**config.mk**
```make
export PLATFORM = sky130hd
export DESIGN_NAME = ferry_scheduler
export DESIGN_NICKNAME = d
export VERILOG_FILES = /design/src/rtl/ferry_scheduler.sv
export SDC_FILE = /design/constraint.sdc
export NUM_CORES = 1
export LEC_CHECK = 0
export CAP_MARGIN = 10
export CORE_MARGIN = 4
export CORE_UTILIZATION = 52
export DETAILED_ROUTE_END_ITERATION = 8
export PLACE_DENSITY = 0.79
export RECOVER_POWER = 50
export SLEW_MARGIN = 20
export SYNTH_ARGS = -nofsm -noshare
export SYNTH_HDL_FRONTEND = slang
export SYNTH_SLANG_ARGS = --single-unit
```
**constraint.sdc**
```tcl
create_clock -name clk_i -period 2.4 [get_ports clk_i]
set_clock_uncertainty 0.2 [all_clocks]
set_input_delay 0.48 -clock clk_i [delete_from_list [all_inputs] [get_ports clk_i]]
set_output_delay 0.48 -clock clk_i [all_outputs]
set_load 0.01 [all_outputs]
```
**src/rtl/ferry_scheduler.sv**
```systemverilog
// Wolf/goat/cabbage ferry scheduler: plans safe boat trips toward a requested bank configuration.
// Optional embedded checks are compiled in when SAFETY_ASSERT_EN is defined.
module ferry_scheduler #(
  parameter int unsigned TRIP_CYCLES = 4,
  parameter logic [2:0]  CONFLICT    = 3'b011,
  parameter int unsigned MAX_TRIPS   = 15
) (
  input  logic       clk_i,
  input  logic       rst_ni,
  input  logic       start_i,
  input  logic [2:0] tgt_i,
  output logic [2:0] sel_o,
  output logic       boat_bank_o,
  output logic [2:0] item_bank_o,
  output logic       busy_o,
  output logic       done_o,
  output logic       stuck_o,
  output logic [7:0] trip_cnt_o
);

  localparam int unsigned ItemW = 3;
  localparam int unsigned CntW  = 8;

  typedef enum logic [2:0] {
    S_IDLE,
    S_DECIDE,
    S_CROSS,
    S_DONE,
    S_STUCK
  } state_e;

  state_e          state_q, state_d;
  logic [CntW-1:0] cyc_q, cyc_d;
  logic [CntW-1:0] trip_q, trip_d;
  logic [ItemW-1:0] sel_q, sel_d;
  logic [ItemW-1:0] items_q, items_d;
  logic [ItemW-1:0] tgt_q, tgt_d;
  logic [ItemW-1:0] last_q, last_d;
  logic             boat_q, boat_d;
  logic             busy_q, busy_d;
  logic             done_q, done_d;
  logic             stuck_q, stuck_d;

  logic [ItemW-1:0] on_bank;
  logic [ItemW-1:0] safe_item;
  logic [ItemW-1:0] tier1, tier3, tier4;
  logic [ItemW-1:0] cand_sel;
  logic             cand_found;

  // A bank is safe when no enabled conflict pair has both members present.
  function automatic logic safe_f(input logic [ItemW-1:0] present);
    return !((CONFLICT[0] & present[0] & present[1]) |
             (CONFLICT[1] & present[1] & present[2]) |
             (CONFLICT[2] & present[0] & present[2]));
  endfunction

  function automatic logic [ItemW-1:0] lowest_f(input logic [ItemW-1:0] v);
    return v & (~v + ItemW'(1));
  endfunction

  // Cargo choice: tiered preference, lowest index within a tier.
  always_comb begin
    safe_item  = '0;
    cand_sel   = '0;
    cand_found = 1'b1;
    on_bank    = boat_q ? items_q : ~items_q;
    for (int i = 0; i < ItemW; i++) begin
      safe_item[i] = on_bank[i] & safe_f(on_bank & ~(ItemW'(1) << i));
    end
    tier1 = safe_item & (items_q ^ tgt_q) & ~last_q;
    tier3 = safe_item & ~last_q;
    tier4 = safe_item & last_q;
    if (|tier1) begin
      cand_sel = lowest_f(tier1);
    end else if (safe_f(on_bank)) begin
      cand_sel = '0;
    end else if (|tier3) begin
      cand_sel = lowest_f(tier3);
    end else if (|tier4) begin
      cand_sel = tier4;
    end else begin
      cand_found = 1'b0;
    end
  end

  always_comb begin
    state_d = state_q;
    cyc_d   = cyc_q;
    trip_d  = trip_q;
    sel_d   = sel_q;
    items_d = items_q;
    tgt_d   = tgt_q;
    last_d  = last_q;
    boat_d  = boat_q;
    case (state_q)
      S_IDLE, S_DONE, S_STUCK: begin
        if (start_i) begin
          tgt_d   = tgt_i;
          trip_d  = '0;
          last_d  = '0;
          state_d = S_DECIDE;
        end else if (state_q == S_DONE) begin
          state_d = S_IDLE;
        end
      end
      S_DECIDE: begin
        if (items_q == tgt_q) begin
          state_d = S_DONE;
        end else if (trip_q == CntW'(MAX_TRIPS)) begin
          state_d = S_STUCK;
        end else if (!cand_found) begin
          state_d = S_STUCK;
        end else begin
          sel_d   = cand_sel;
          cyc_d   = '0;
          state_d = S_CROSS;
        end
      end
      S_CROSS: begin
        if (cyc_q == CntW'(TRIP_CYCLES - 1)) begin
          boat_d  = ~boat_q;
          items_d = items_q ^ sel_q;
          last_d  = sel_q;
          trip_d  = (trip_q == '1) ? trip_q : trip_q + CntW'(1);
          sel_d   = '0;
          state_d = S_DECIDE;
        end else begin
          cyc_d = cyc_q + CntW'(1);
        end
      end
      default: state_d = S_IDLE;
    endcase
    busy_d  = (state_d == S_DECIDE) || (state_d == S_CROSS);
    done_d  = (state_d == S_DONE);
    stuck_d = (state_d == S_STUCK);
  end

  always_ff @(posedge clk_i or negedge rst_ni) begin
    if (!rst_ni) begin
      state_q <= S_IDLE;
      cyc_q   <= '0;
      trip_q  <= '0;
      sel_q   <= '0;
      items_q <= '0;
      tgt_q   <= '0;
      last_q  <= '0;
      boat_q  <= 1'b0;
      busy_q  <= 1'b0;
      done_q  <= 1'b0;
      stuck_q <= 1'b0;
    end else begin
      state_q <= state_d;
      cyc_q   <= cyc_d;
      trip_q  <= trip_d;
      sel_q   <= sel_d;
      items_q <= items_d;
      tgt_q   <= tgt_d;
      last_q  <= last_d;
      boat_q  <= boat_d;
      busy_q  <= busy_d;
      done_q  <= done_d;
      stuck_q <= stuck_d;
    end
  end

  assign sel_o       = sel_q;
  assign boat_bank_o = boat_q;
  assign item_bank_o = items_q;
  assign busy_o      = busy_q;
  assign done_o      = done_q;
  assign stuck_o     = stuck_q;
  assign trip_cnt_o  = trip_q;

`ifdef SAFETY_ASSERT_EN
  logic xfer_q;

  // Marks the cycle right after a crossing lands.
  always_ff @(posedge clk_i or negedge rst_ni) begin
    if (!rst_ni) begin
      xfer_q <= 1'b0;
    end else begin
      xfer_q <= (state_q == S_CROSS) && (cyc_q == CntW'(TRIP_CYCLES - 1));
    end
  end

  a_sel_onehot: assert property (@(posedge clk_i) disable iff (!rst_ni) $onehot0(sel_q));
  a_departed_safe: assert property (@(posedge clk_i) disable iff (!rst_ni)
    xfer_q |-> safe_f(boat_q ? ~items_q : items_q));
  a_done_match: assert property (@(posedge clk_i) disable iff (!rst_ni)
    done_q |-> (items_q == tgt_q));
  c_all_across: cover property (@(posedge clk_i) disable iff (!rst_ni)
    done_q && (items_q == 3'b111));
`endif

endmodule

```
==> summary.txt <==
Row cnt = 22
Adder-Cell Fraction of Synth Area = 0.0125
Data arrival, critical path = 2.20 ns
RSZ-0062 raised after global routing = no
GR Overflow Total = 0
Global Route Usage Sum = 0.190
Post-CTS Setup Bufs = 0
Die Area = 0.00492 mm2
Count leader, synth = nand2_1
Layout area overhead = 22.2%
IR drop worst, VDD = 0.593 mV
Switching share of power = 0.393
CTS tree = yes
Syn Nets = 220
Gpl congestion = 0.789
Layout cells sized above 1 = 0.141
First-pass GRT wire length = 7530 um
Hold Fails Final Rpt = 0
Primary FF master, synth = dfrtp_1
CORE AREA = 0.00369 mm2
NetSw = 984 uW
Max FO, Critical Path = 9
Clock sinks = 35
Wire per inst = 14.4 um
Seq pwr share = 0.357
Antenna diodes = 0
Setup_tns = 0 ns
I/O Buffers = 23
Pwr Density = 1020 mW/mm2
Dpl cell area = 0.00236 mm2
DR pass1 iterations = 5
Post-synthesis xor/xnor area fraction = 0.0480
Largest net degree at the start of global routing = 36
Most frequent cells after synthesis = 40 x nand2_1, 35 x dfrtp_1, 16 x nor2_1, 11 x xnor2_1
Max frequency = 448 MHz
Total Routed Length = 4270 um
Clk_lat worst skew = 0.28 ns
Fin crit period = 2.23 ns
Synth cell types = 58
FFs w/ async S/R, synth = 1.00
HPWL Detailed = 3240 um
Crit path kind = register to register
Die W = 70.1 um
Simple-Gate Fraction of Synth Area = 0.287
Leak = 0.00106 uW
Max Root-Sink Buffers = 2
Clk slew on worst S/H paths = 0.07 ns
DR iter-0 viols = 116
Post-CTS Resized = 0
Drt drc = 0
Reg2reg setup slack = 0.17 ns
Finished Cell Area = 0.00245 mm2
Combinational share of power = 0.457
Initial antenna violation count = 0
MaxCap Viol Count = 0
Routed vias = 1,680
Internal power = 1520 uW
Initial Util = 0.544
Top cells by area, synth = dfrtp_1 44%, nand2_1 7.5%, xnor2_1 4.8%
Hold_buf cts = 0
Synth Instances = 212
Ports = 24
Critical Path RT = 2.36 ns
Netlist Area Pre-Place = 0.00201 mm2
Setup Viol. Count Final = 0
H-Tree Depth = 2
Vias in the first global route = 1,640
Rel. slew slack = 0.417
Antenna Violating Nets Remaining = 0
Sequential-to-total area share from yosys stat = 0.436
Post-synthesis mux area share = 0.0262
Final worst path period share = 0.931
Compound-cell area share of the yosys netlist = 0.168
Startpoint Class = register
Worst slew pin tran = 0.874 ns
Layout Nets = 255
Pins Over Slew Limit = 0
CTS root buf = clkbuf_8
Yosys top cell area share = 0.436
Seq cells post-synth = 35
CP endpoint kind = register
Vias per inst = 5.68
Outcome = finished, final reports clean
Num CTS Buffers = 5
EDFF count, synth = 0
Synth Warn # = 0
Hold Crit Class = register to register
Clock Power Share = 0.186
Largest family of logic cells by synthesized area = simple AND/OR/NAND/NOR gates
Die span in y = 70.1 um
Synthesized area per cell = 9.47 um2
Fillers = 310
Cell taking the most area after synthesis = dfrtp_1
==> path summary, 6_finish.rpt <==
path                            endpoint  startpoint  cells past startpoint
max                        trip_cnt_o[5]    cyc_q[1]                      6
min                           state_q[2]  state_q[1]                      1
max reg2reg                trip_cnt_o[5]    cyc_q[1]                      6
min reg2reg                   state_q[2]  state_q[1]                      1
max in group asynchronous      last_q[1]      rst_ni                      2
min in group asynchronous       tgt_q[2]      rst_ni                      2
==> per-layer routing <==
layer | GRT usage | wire length [um] | up-vias
li1 | - | - | 836
met1 | 0.255 | 2040 | 812
met2 | 0.310 | 2050 | 27
met3 | 0.0475 | 138 | 5
met4 | 0.0447 | 41 | 0
met5 | 0 | 0 | -
==> state kept, by name, summed over array words and instances, names as in the netlist <==
name         flops
busy_o           1
done_o           1
tgt_q            3
item_bank_o      3
cyc_q            8
sel_o            3
boat_bank_o      1
last_q           3
trip_cnt_o       8
state_q          3
stuck_o          1
==> kinds of logic after synthesis <==
kind of cell,count (synthesis)
AOI/OAI and AO/OA,45
adders and majority gates,2
DFF,35
xor gates and xnor gates,11
and+or+nand+nor,103
muxes,5
buffers and inverters,11
==> worst max-delay path, stage by stage, from the launching register on <==
cell and delay (ns):
dfrtp_1 0.41, ha_1 0.23, nor4b_4 0.33, nand3_2 0.28, a2111oi_2 0.45, xnor2_1 0.16, nor2_1 0.05
==> per-stage QoR <==
stage | worst slack [ns] | util | hold slack, ns | instances | power, uW
after detailed placement | 0.176 | 0.639 | 0.318 | 288 | 2060
final | 0.166 | 0.665 | 0.328 | 296 | 2500
after global routing | 0.0170 | 0.665 | 0.374 | 296 | 2690
after CTS | 0.177 | 0.667 | 0.327 | 296 | 2530
after floorplan | 0.264 | - | -0.0156 | 212 | 1640
after global placement | 0.209 | 0.639 | 0.314 | 288 | 2050
==> final cells by class <==
| class | instances | area, um2 | area share |
|---|---|---|---|
| Multi-Input combinational cell | 166 | 1090 | 0.443 |
| Sequential cell | 35 | 876 | 0.357 |
| Inverter | 4 | 15.0 | 0.00612 |
| Clock buffer | 8 | 100 | 0.0408 |
| Tap cell | 48 | 60.1 | 0.0245 |
| Timing Repair Buffer | 35 | 314 | 0.128 |
==> layout by cell type (no fill, tap or decap), drive strengths merged, types with 3 or more instances in the layout <==
cell / n
nand3: 10
o211ai: 3
dlygate4sd3: 3
xnor2: 11
o41ai: 3
or3: 3
clkbuf: 10
dfrtp: 35
buf: 10
or4: 3
nand4: 3
nand2b: 6
o21ai: 10
clkdlybuf4s50: 20
inv: 4
nand2: 40
nor2b: 3
a211oi: 4
a21oi: 9
nor2: 17
mux2i: 3
==> power by group through the flow <==
stage | combinational [uW] | clock [uW] | sequential [uW]
global route | 1260 | 503 | 923
finish | 1140 | 465 | 895
floorplan | 729 | 0 | 910
global placement | 1140 | 0 | 905
CTS | 1160 | 473 | 896
detailed placement | 1160 | 0 | 907
Note: power is estimated with default switching activity, not from simulation.
